--- src/rtl/hub75_line_capture_if.sv ---
// Pixel beat stream produced by hub75_line_capture: one beat per captured column
// of a latched line, with a valid/ready handshake.
interface hub75_line_capture_if #(
    parameter int ROW_BITS = 5,
    parameter int COL_BITS = 6
);
    logic                pix_valid;
    logic                pix_ready;
    logic [ROW_BITS-1:0] pix_row;
    logic [COL_BITS-1:0] pix_col;
    logic [2:0]          pix_plane;
    logic [5:0]          pix_rgb;
    logic                pix_last;

    modport master (
        output pix_valid, pix_row, pix_col, pix_plane, pix_rgb, pix_last,
        input  pix_ready
    );

    modport slave (
        input  pix_valid, pix_row, pix_col, pix_plane, pix_rgb, pix_last,
        output pix_ready
    );
endinterface

--- src/rtl/hub75_line_capture.sv ---
// Samples an externally driven HUB75 panel bus and replays each latched line as
// per-column pixel beats; capture and drain alternate between two line buffers.
module hub75_line_capture #(
    parameter int WIDTH    = 64,
    parameter int ROW_BITS = 5,
    parameter int PLANES   = 7
) (
    input  logic                display_clock,
    input  logic                resetn,
    input  logic                hub_clk,
    input  logic                hub_stb,
    input  logic [ROW_BITS-1:0] hub_addr,
    input  logic [5:0]          hub_rgb,
    hub75_line_capture_if.master pix,
    output logic                frame_start,
    output logic                overrun
);
    localparam int COL_BITS = $clog2(WIDTH);
    localparam int CNT_BITS = $clog2(WIDTH + 1);
    localparam int DEPTH    = 2 ** (COL_BITS + 1);

    typedef enum logic {IDLE, DRAIN} state_t;

    logic [2:0]          clk_sync, stb_sync;
    logic [ROW_BITS-1:0] addr_s1, addr_s2, addr_q;
    logic [5:0]          rgb_s1, rgb_s2, rgb_q;
    logic                clk_rise, stb_rise;

    state_t              state;
    logic [CNT_BITS-1:0] in_cnt;
    logic                cap_sel;
    logic [ROW_BITS-1:0] last_row;
    logic                last_valid;
    logic [2:0]          plane;
    logic [COL_BITS-1:0] last_col;

    logic [5:0]          line_buf [DEPTH];

    logic                cap_wr, fire, drain_free;
    logic [CNT_BITS-1:0] lat_count;
    logic [2:0]          next_plane;
    logic [COL_BITS-1:0] rd_col;
    logic [5:0]          first_rgb;

    // Data lines get the same depth as the edge detector so a registered rise
    // pulse lines up with the row/colour value present at that rise.
    // NOTE: sequential state always uses non-blocking assignments so every
    // register samples pre-edge values regardless of statement order.
    always_ff @(posedge display_clock or negedge resetn) begin
        if (!resetn) begin
            clk_sync <= '0;
            stb_sync <= '0;
            addr_s1  <= '0;
            addr_s2  <= '0;
            addr_q   <= '0;
            rgb_s1   <= '0;
            rgb_s2   <= '0;
            rgb_q    <= '0;
            clk_rise <= 1'b0;
            stb_rise <= 1'b0;
        end else begin
            clk_sync <= {clk_sync[1:0], hub_clk};
            stb_sync <= {stb_sync[1:0], hub_stb};
            addr_s1  <= hub_addr;
            addr_s2  <= addr_s1;
            addr_q   <= addr_s2;
            rgb_s1   <= hub_rgb;
            rgb_s2   <= rgb_s1;
            rgb_q    <= rgb_s2;
            clk_rise <= clk_sync[1] & ~clk_sync[2];
            stb_rise <= stb_sync[1] & ~stb_sync[2];
        end
    end

    // NOTE: every signal driven here gets a default first, so no path leaves
    // it unassigned and no latch is inferred.
    always_comb begin
        cap_wr     = clk_rise && (in_cnt < CNT_BITS'(WIDTH));
        lat_count  = in_cnt + CNT_BITS'(cap_wr);
        fire       = pix.pix_valid && pix.pix_ready;
        drain_free = (state == IDLE) || (fire && pix.pix_last);
        next_plane = 3'd0;
        if (last_valid && (addr_q == last_row))
            next_plane = (plane == 3'(PLANES - 1)) ? 3'd0 : plane + 3'd1;
        rd_col     = pix.pix_col + COL_BITS'(1);
        // Column 0 may be written on the very edge that latches the line.
        first_rgb  = line_buf[{cap_sel, COL_BITS'(0)}];
        if (cap_wr && (in_cnt == '0))
            first_rgb = rgb_q;
    end

    // NOTE: the line buffers are deliberately not reset so they can map onto
    // RAM; nothing reads a column before it has been written.
    always_ff @(posedge display_clock) begin
        if (cap_wr)
            line_buf[{cap_sel, in_cnt[COL_BITS-1:0]}] <= rgb_q;
    end

    always_ff @(posedge display_clock or negedge resetn) begin
        if (!resetn) begin
            state         <= IDLE;
            in_cnt        <= '0;
            cap_sel       <= 1'b0;
            last_row      <= '0;
            last_valid    <= 1'b0;
            plane         <= 3'd0;
            last_col      <= '0;
            frame_start   <= 1'b0;
            overrun       <= 1'b0;
            pix.pix_valid <= 1'b0;
            pix.pix_row   <= '0;
            pix.pix_col   <= '0;
            pix.pix_plane <= 3'd0;
            pix.pix_rgb   <= '0;
            pix.pix_last  <= 1'b0;
        end else begin
            frame_start <= 1'b0;
            overrun     <= 1'b0;

            if (cap_wr)
                in_cnt <= in_cnt + CNT_BITS'(1);

            if (fire) begin
                if (pix.pix_last) begin
                    state         <= IDLE;
                    pix.pix_valid <= 1'b0;
                    pix.pix_last  <= 1'b0;
                end else begin
                    pix.pix_col  <= rd_col;
                    pix.pix_rgb  <= line_buf[{~cap_sel, rd_col}];
                    pix.pix_last <= (rd_col == last_col);
                end
            end

            if (stb_rise) begin
                last_row    <= addr_q;
                last_valid  <= 1'b1;
                plane       <= next_plane;
                frame_start <= (addr_q == '0) && (next_plane == 3'd0);
                in_cnt      <= '0;
                // Empty lines only advance row/plane tracking.
                if (lat_count != '0) begin
                    if (drain_free) begin
                        cap_sel       <= ~cap_sel;
                        state         <= DRAIN;
                        last_col      <= COL_BITS'(lat_count - CNT_BITS'(1));
                        pix.pix_valid <= 1'b1;
                        pix.pix_row   <= addr_q;
                        pix.pix_col   <= '0;
                        pix.pix_plane <= next_plane;
                        pix.pix_rgb   <= first_rgb;
                        pix.pix_last  <= (lat_count == CNT_BITS'(1));
                    end else begin
                        overrun <= 1'b1;
                    end
                end
            end
        end
    end
endmodule

--- src/flat_wrapper.sv ---
// flat-port wrapper written by rule: the top's interface ports become plain ports
module hub75_line_capture_flat 
#(
    parameter int WIDTH    = 64,
    parameter int ROW_BITS = 5,
    parameter int PLANES   = 7
)
  (display_clock, resetn, hub_clk, hub_stb, hub_addr, hub_rgb, frame_start, overrun, pix_pix_valid, pix_pix_row, pix_pix_col, pix_pix_plane, pix_pix_rgb, pix_pix_last, pix_pix_ready);
  hub75_line_capture_if #(.ROW_BITS(ROW_BITS), .COL_BITS(6)) pix_i ();
  input  logic display_clock;
  input  logic resetn;
  input  logic hub_clk;
  input  logic hub_stb;
  input  logic [ROW_BITS-1:0] hub_addr;
  input  logic [5:0] hub_rgb;
  output logic frame_start;
  output logic overrun;
  output wire logic [$bits(pix_i.pix_valid)-1:0] pix_pix_valid;
  output wire logic [$bits(pix_i.pix_row)-1:0] pix_pix_row;
  output wire logic [$bits(pix_i.pix_col)-1:0] pix_pix_col;
  output wire logic [$bits(pix_i.pix_plane)-1:0] pix_pix_plane;
  output wire logic [$bits(pix_i.pix_rgb)-1:0] pix_pix_rgb;
  output wire logic [$bits(pix_i.pix_last)-1:0] pix_pix_last;
  input wire logic [$bits(pix_i.pix_ready)-1:0] pix_pix_ready;
  assign pix_pix_valid = pix_i.pix_valid;
  assign pix_pix_row = pix_i.pix_row;
  assign pix_pix_col = pix_i.pix_col;
  assign pix_pix_plane = pix_i.pix_plane;
  assign pix_pix_rgb = pix_i.pix_rgb;
  assign pix_pix_last = pix_i.pix_last;
  assign pix_i.pix_ready = pix_pix_ready;
  hub75_line_capture #(.WIDTH(WIDTH), .ROW_BITS(ROW_BITS), .PLANES(PLANES)) u_core (.display_clock(display_clock), .resetn(resetn), .hub_clk(hub_clk), .hub_stb(hub_stb), .hub_addr(hub_addr), .hub_rgb(hub_rgb), .pix(pix_i), .frame_start(frame_start), .overrun(overrun));
endmodule
--- config.mk ---
export PLATFORM = sky130hd
export DESIGN_NAME = hub75_line_capture_flat
export DESIGN_NICKNAME = d
export VERILOG_FILES = /design/src/rtl/hub75_line_capture_if.sv /design/src/rtl/hub75_line_capture.sv /design/src/flat_wrapper.sv
export SDC_FILE = /design/constraint.sdc
export NUM_CORES = 1
export LEC_CHECK = 0
export BUFFER_PORTS_ARGS = -buffer_cell sky130_fd_sc_hd__clkbuf_2
export CAP_MARGIN = 5
export CORE_MARGIN = 5
export CORE_UTILIZATION = 30
export DETAILED_ROUTE_END_ITERATION = 6
export PLACE_DENSITY_LB_ADDON = 0.08
export SLEW_MARGIN = 25
export SYNTH_ARGS = -nofsm -noshare
export SYNTH_HDL_FRONTEND = slang
export SYNTH_SLANG_ARGS = --single-unit
--- constraint.sdc ---
create_clock -name display_clock -period 3.6 [get_ports display_clock]
set_input_delay 0.72 -clock display_clock [delete_from_list [all_inputs] [get_ports display_clock]]
set_output_delay 0.72 -clock display_clock [all_outputs]
set_load 0.02 [all_outputs]
=== Yosys cells after proc, flatten, opt, wreduce, memory -nomap -nowiden ===
Memory sizes are Yosys's and may differ from the RTL's.
Cells that the tools add are included.

* Register bits after elaboration: 89
* Bits in writable memories: 768
* Bits of input ports: 16
* Word-level logic and storage cells: 91
* Memories: 1

{| class="wikitable"
|+ Memory list
! name !! words !! bits a word !! read ports !! clocked after memory_dff !! wr ports !! RTL line !! source
|-
| u_core.line_buf || 128 || 6 || 2 || 0 || 1 || hub75_line_capture.sv:37 || <nowiki>logic [5:0] line_buf [DEPTH];</nowiki>
|}

* $add $sub $neg: 5
* Order comparisons: 1
* Eq/ne operators: 4
* Mux-type cells: 36
* Bitwise operators: 6
* Reductions and logical operators: 13

{| class="wikitable"
|+ Operators with widths
! cell !! count
|-
| two-way mux 6 bit || 11
|-
| two-way mux 1 bit || 21
|-
| two-way mux 7 bit || 2
|-
| adder 7 x 1 -> 7 bit || 1
|-
| adder 7 x 1 -> 7 bit (second input constant) || 1
|-
| equality test 7 x 1 -> 1 bit (second input constant) || 1
|-
| logical NOT 7 bit || 1
|-
| < comparator 7 bit (second input constant) || 1
|-
| nonzero test 7 bit || 1
|-
| adder 6 x 1 -> 6 bit (second input constant) || 1
|-
| equality test 6 bit || 1
|-
| logical AND 1 bit || 6
|-
| two-way mux 3 bit || 2
|-
| subtractor 6 x 1 -> 6 bit (second input constant) || 1
|-
| equality test 5 bit || 1
|-
| logical NOT 5 bit || 1
|-
| inverter 1 bit || 4
|-
| adder 3 x 1 -> 3 bit (second input constant) || 1
|-
| equality test 3 bit (second input constant) || 1
|-
| logical NOT 3 bit || 1
|-
| AND reduction 3 bit || 1
|-
| AND 1 bit || 2
|-
| nonzero test 2 bit || 1
|-
| logical OR 1 bit || 1
|}

=== Depth between registers and ports, before layout ===
* Depth after elaboration: 7
* Depth in mapped cells: 13
* Depth with buffers taken out: 11

=== Worst setup path after synthesis ===
No wires, ideal clock.

* Kind: reg2reg
* Start point: register u_core.in_cnt[6]
* End point: register u_core.pix.pix_rgb[5]
* Data arrival time: 2616 ps
* Data required time: 3514 ps
* Setup slack: 898 ps
* Cell stages (with the launch flop): 14
* Cells stage by stage: dfrtp_1 -> nand2b_1 -> inv_1 -> ha_1 -> ha_1 -> and3_1 -> nor3_1 -> a31oi_1 -> o31ai_1 -> nand2b_1 -> buf_2 -> clkbuf_1 -> o21ai_0 -> o22ai_1

* Word-level cells in the longest chain between the ends: 7

{| class="wikitable"
|+ Ends and longest elaborated chain
! element !! RTL line !! source
|-
| start: declaration || hub75_line_capture.sv:30 || <nowiki>logic [CNT_BITS-1:0] in_cnt;</nowiki>
|-
| start signal: assignment || hub75_line_capture.sv:121 || <nowiki>in_cnt <= in_cnt + CNT_BITS'(1);</nowiki>
|-
| parallel branches: the longest is 5 deep, another holds < comparator 7 bit || -- ||
|-
| two-way mux 6 bit (*) || hub75_line_capture.sv:142 || <nowiki>if (lat_count != '0) begin</nowiki>
|-
| two-way mux 6 bit (*) || hub75_line_capture.sv:135 || <nowiki>if (stb_rise) begin</nowiki>
|-
| end signal: assignment || hub75_line_capture.sv:130 || <nowiki>pix.pix_rgb <= line_buf[{~cap_sel, rd_col}];</nowiki>
|-
| end signal: assignment || hub75_line_capture.sv:151 || <nowiki>pix.pix_rgb <= first_rgb;</nowiki>
|-
| end: declaration || hub75_line_capture_if.sv:16 || <nowiki>output pix_valid, pix_row, pix_col, pix_plane, pix_rgb, pix_last,</nowiki>
|}

Mark *: on every way between the ends.
A chain may end at the register's enable or synchronous reset.

=== Worst setup path in the final report ===
* Start point: register u_core.pix.pix_col[0]
* End point: register u_core.pix.pix_rgb[2]

* Word-level cells in the longest chain between the ends: 7

{| class="wikitable"
|+ Ends and longest elaborated chain
! element !! RTL line !! source
|-
| start: declaration || hub75_line_capture_if.sv:16 ||
|-
| start signal: assignment || hub75_line_capture.sv:129 || <nowiki>pix.pix_col <= rd_col;</nowiki>
|-
| adder 6 x 1 -> 6 bit (*) || hub75_line_capture.sv:85 || <nowiki>rd_col = pix.pix_col + COL_BITS'(1);</nowiki>
|-
| memory (128 x 6 bit) (*) || -- ||
|-
| two-way mux 6 bit (*) || hub75_line_capture.sv:124 || <nowiki>if (pix.pix_last) begin</nowiki>
|-
| two-way mux 6 bit (*) || hub75_line_capture.sv:123 || <nowiki>if (fire) begin</nowiki>
|-
| two-way mux 6 bit || hub75_line_capture.sv:143 || <nowiki>if (drain_free) begin</nowiki>
|-
| two-way mux 6 bit || hub75_line_capture.sv:142 ||
|-
| two-way mux 6 bit (*) || hub75_line_capture.sv:135 ||
|}

Mark *: on every way between the ends. The rest lies on a longest branch, timed or not.

==> impl_metrics.csv <==
group,metric,value,unit
outcome,status,"finished, final reports clean",
detailed_routing,ant_nets,0,
clocking,cts.clk_slew.worst_paths,0.06,ns
critical_path,crit_type,"reg2reg",
detailed_routing,drt_iter0_drc,1411,
logic_synthesis,yosysTopAreaCell,"edfxtp_1",
logic_synthesis,ys_seq_area_share,75.05,%
sta,hold_violations,0,
placed_design,dp_slack,0.4845,ns
clocking,cts_buffer_depth,3,
sta,slew_headroom,34.54,%
floorplanning,start_util,30.08,%
clocking,tritoncts,"built",
clocking,clock_sinks,857,
global_routing,grt_pass1_wl,138.1,mm
critical_path,crit_arrival,3.62,ns
pwr,p_leak,12.74,nW
global_routing,grt_antenna_before_repair,2,
finish,fillCellCount,10634,
sta,fmax,0.3222,GHz
global_routing,overflow,0,
detailed_routing,wl,95.88,mm
critical_path,worst_setup_path_start_kind,"flop",
sta,period_minus_slack,3.104,ns
logic_synthesis,synthCells,1776,
finish,syn_to_final_growth,17.00,%
min_path,hold_path_class,"in2async",
pwr,powerDensity,815.2,nW/um^2
sta,setup_viol,0,
logic_synthesis,avgSynthCellArea,18.97,um^2
pwr,total_power,0.03214,W
global_routing,busiest_layer,"met2",
pwr,max-vdd-ir-drop,0.6320,mV
placed_design,place_congestion,0.8656,
placed_design,port_buffers,39,
clocking,root_buffer,"clkbuf_16",
floorplanning,die-area,119100,um^2
logic_synthesis,async_reset_ff_share,10.39,%
logic_synthesis,synth_edf_count,768,
finish,most-common-layout-cells,"edfxtp_1 (768), mux4_2 (198), nor2_1 (173)",
floorplanning,core_area,112000,um^2
finish,drive_gt1_share,24.61,%
clocking,postCtsResizedCells,0,
sta,clock_skew,0.03153,ns
logic_synthesis,syn_area,33700,um^2
sta,rsz0062_at_grt,"false",
logic_synthesis,synth_cell_type_count,53,
floorplanning,die_h,345.2,um
clocking,clk-insertion-delay-late,0.67,ns
detailed_routing,vias_per_cell,4.906,
global_routing,grtUsageTotal,15.96,%
global_routing,grt_use_met1,22.23,%
detailed_routing,route.detailed.drc,0,
sta,setup_ws,0.4965,ns
critical_path,path_max_fanout,32,
critical_path,endpoint_kind,"flop",
global_routing,grt_use_met2,25.52,%
clocking,cts-htree-levels,3,
critical_path,worstPathRequired,4.11,ns
logic_synthesis,yosysWarnings,0,
finish,layout.nets,1950,
global_routing,use_met3,3.437,%
clocking,numCtsBuffers,97,
logic_synthesis,synth_fp_nets,1799,
finish,final_common_cell,"edfxtp_1",
flow_run,maxCapViolations,0,
clocking,hold_buffers,0,
sta,tns,0,ns
floorplanning,rows,123,
logic_synthesis,synth_top_area_share,68.44,%
sta,slew_viol_final,0,
global_routing,grt_max_degree,91,
floorplanning,dieWidth,345.2,um
detailed_routing,num_vias,17215,
logic_synthesis,synthTopCellsByArea,"edfxtp_1 (68%), mux4_2 (13%), dfrtp_1 (6.6%), nor2_1 (1.9%), nand2_1 (1.7%)",
global_routing,grt_pass1_vias,18083,
placed_design,dp_hpwl,63.18,mm
detailed_routing,wl_per_cell,27.32,um
sta,tightestPinTransition,0.9819,ns
sta,holdWs,0.1029,ns
sta,min_period_over_period,86.21,%
logic_synthesis,synth_top_flop_cell,"edfxtp_1",
logic_synthesis,ys_seq_elements,857,
detailed_routing,drt_pass1_iterations,5,
floorplanning,ios,40,
clocking,post-cts-setup-buffers,0,
-- layer usage --
metal	routed length, um	vias to the layer above	part of all wire [%]
li1	-	7418	-
met1	42850	9206	45
met2	45360	451	47
met3	5088	140	5.3
met4	2582	0	2.7
met5	0	-	0
-- kinds of logic after synthesis --
kind of cell,after synthesis,share of synthesized area [%]
buffers and inverters,99,1.511
AND/OR/NAND/NOR,432,5.399
adder cells (fa/ha/maj),7,0.2599
XOR/XNOR,34,0.9060
flip-flops,857,75.05
AO/OA/AOI/OAI,92,1.931
multiplexers,255,14.95
-- area by class of cell --
class	count	area [um^2]	share of cell area [%]
flip-flops and latches	857	25320	64.21
multi-input cells	820	7968	20.21
clock buffers	129	2640	6.696
well taps	1500	1877	4.760
repair buffers	142	1240	3.145
clock inverters	50	346.6	0.8791
inverters	9	33.78	0.08569
diodes	2	5.005	0.01269
-- metrics by stage --
stage	utilization [%]	area, um^2	std cells
after floorplan	-	33700	1776
after global placement	32.47	36370	3326
after detailed placement	32.47	36370	3326
after CTS	35.13	39360	3505
after global routing	35.18	39420	3507
final	35.19	39430	3509
-- cell usage after synthesis (2+ instances only) --
| cell type | count |
|---|---|
| buf_6 | 6 |
| edfxtp_1 | 768 |
| and3_1 | 4 |
| nand4_1 | 12 |
| nand2b_1 | 3 |
| mux2_2 | 5 |
| a22oi_1 | 2 |
| ha_1 | 7 |
| nor2b_1 | 7 |
| o31ai_1 | 7 |
| and2_1 | 4 |
| o21ai_0 | 8 |
| o2111ai_1 | 2 |
| mux2i_1 | 52 |
| nand2_1 | 155 |
| or3_1 | 2 |
| nor4_1 | 4 |
| a2bb2oi_1 | 2 |
| a41oi_1 | 3 |
| buf_1 | 2 |
| dfrtp_1 | 89 |
| nor3_1 | 20 |
| a21oi_1 | 15 |
| xor2_1 | 15 |
| buf_2 | 20 |
| a32oi_1 | 16 |
| clkbuf_1 | 44 |
| inv_1 | 9 |
| or2_2 | 3 |
| a22o_1 | 2 |
| o21ai_1 | 7 |
| nor2_1 | 173 |
| nand3_1 | 40 |
| a32o_1 | 4 |
| xnor2_1 | 18 |
| and4_1 | 2 |
| buf_4 | 18 |
| o22ai_1 | 4 |
| mux4_2 | 198 |
| a31oi_1 | 11 |
-- power by group --
| group | internal (W) | switching (W) | total [W] |
|---|---|---|---|
| combinational | 0.00476 | 0.00672 | 0.0115 |
| clock | 0.00542 | 0.00393 | 0.00935 |
| sequential | 0.0110 | 0.000314 | 0.0113 |
| total | 0.0212 | 0.0110 | 0.0321 |
-- state kept, by name, summed over array words and instances, names as in the netlist, 6 cells and up --
signal / cells
u_core.line_buf: 768
u_core.rgb_q: 6
u_core.last_col: 6
u_core.pix.pix_col: 6
u_core.pix.pix_rgb: 6
u_core.in_cnt: 7
u_core.rgb_s1: 6
u_core.rgb_s2: 6
-- worst max-delay path, cell delays in order, from the launching register on --
cell       delay, ns
dfrtp_4         0.53
ha_4            0.49
buf_12          0.28
mux4_2          0.54
mux2i_1         0.57
nand2_1         0.11
o2111ai_1       0.20
a41oi_1         0.17
-- worst paths after layout --
kind / startpoint / end / slack (ns) / cells past startpoint
worst max-delay path: u_core.pix.pix_col[0] / u_core.pix.pix_rgb[2] / 0.50 / 7
worst min-delay path: resetn / u_core.addr_s2[0] / 0.10 / 1
worst max register to register: u_core.pix.pix_col[0] / u_core.pix.pix_rgb[2] / 0.50 / 7
worst min register to register: u_core.addr_s2[4] / u_core.addr_q[4] / 0.34 / 0
max in group asynchronous: resetn / u_core.cap_sel / 2.84 / 2
min in group display_clock: hub_addr[1] / u_core.addr_s1[1] / 0.17 / 1
Power figures use the tool's default switching activity.
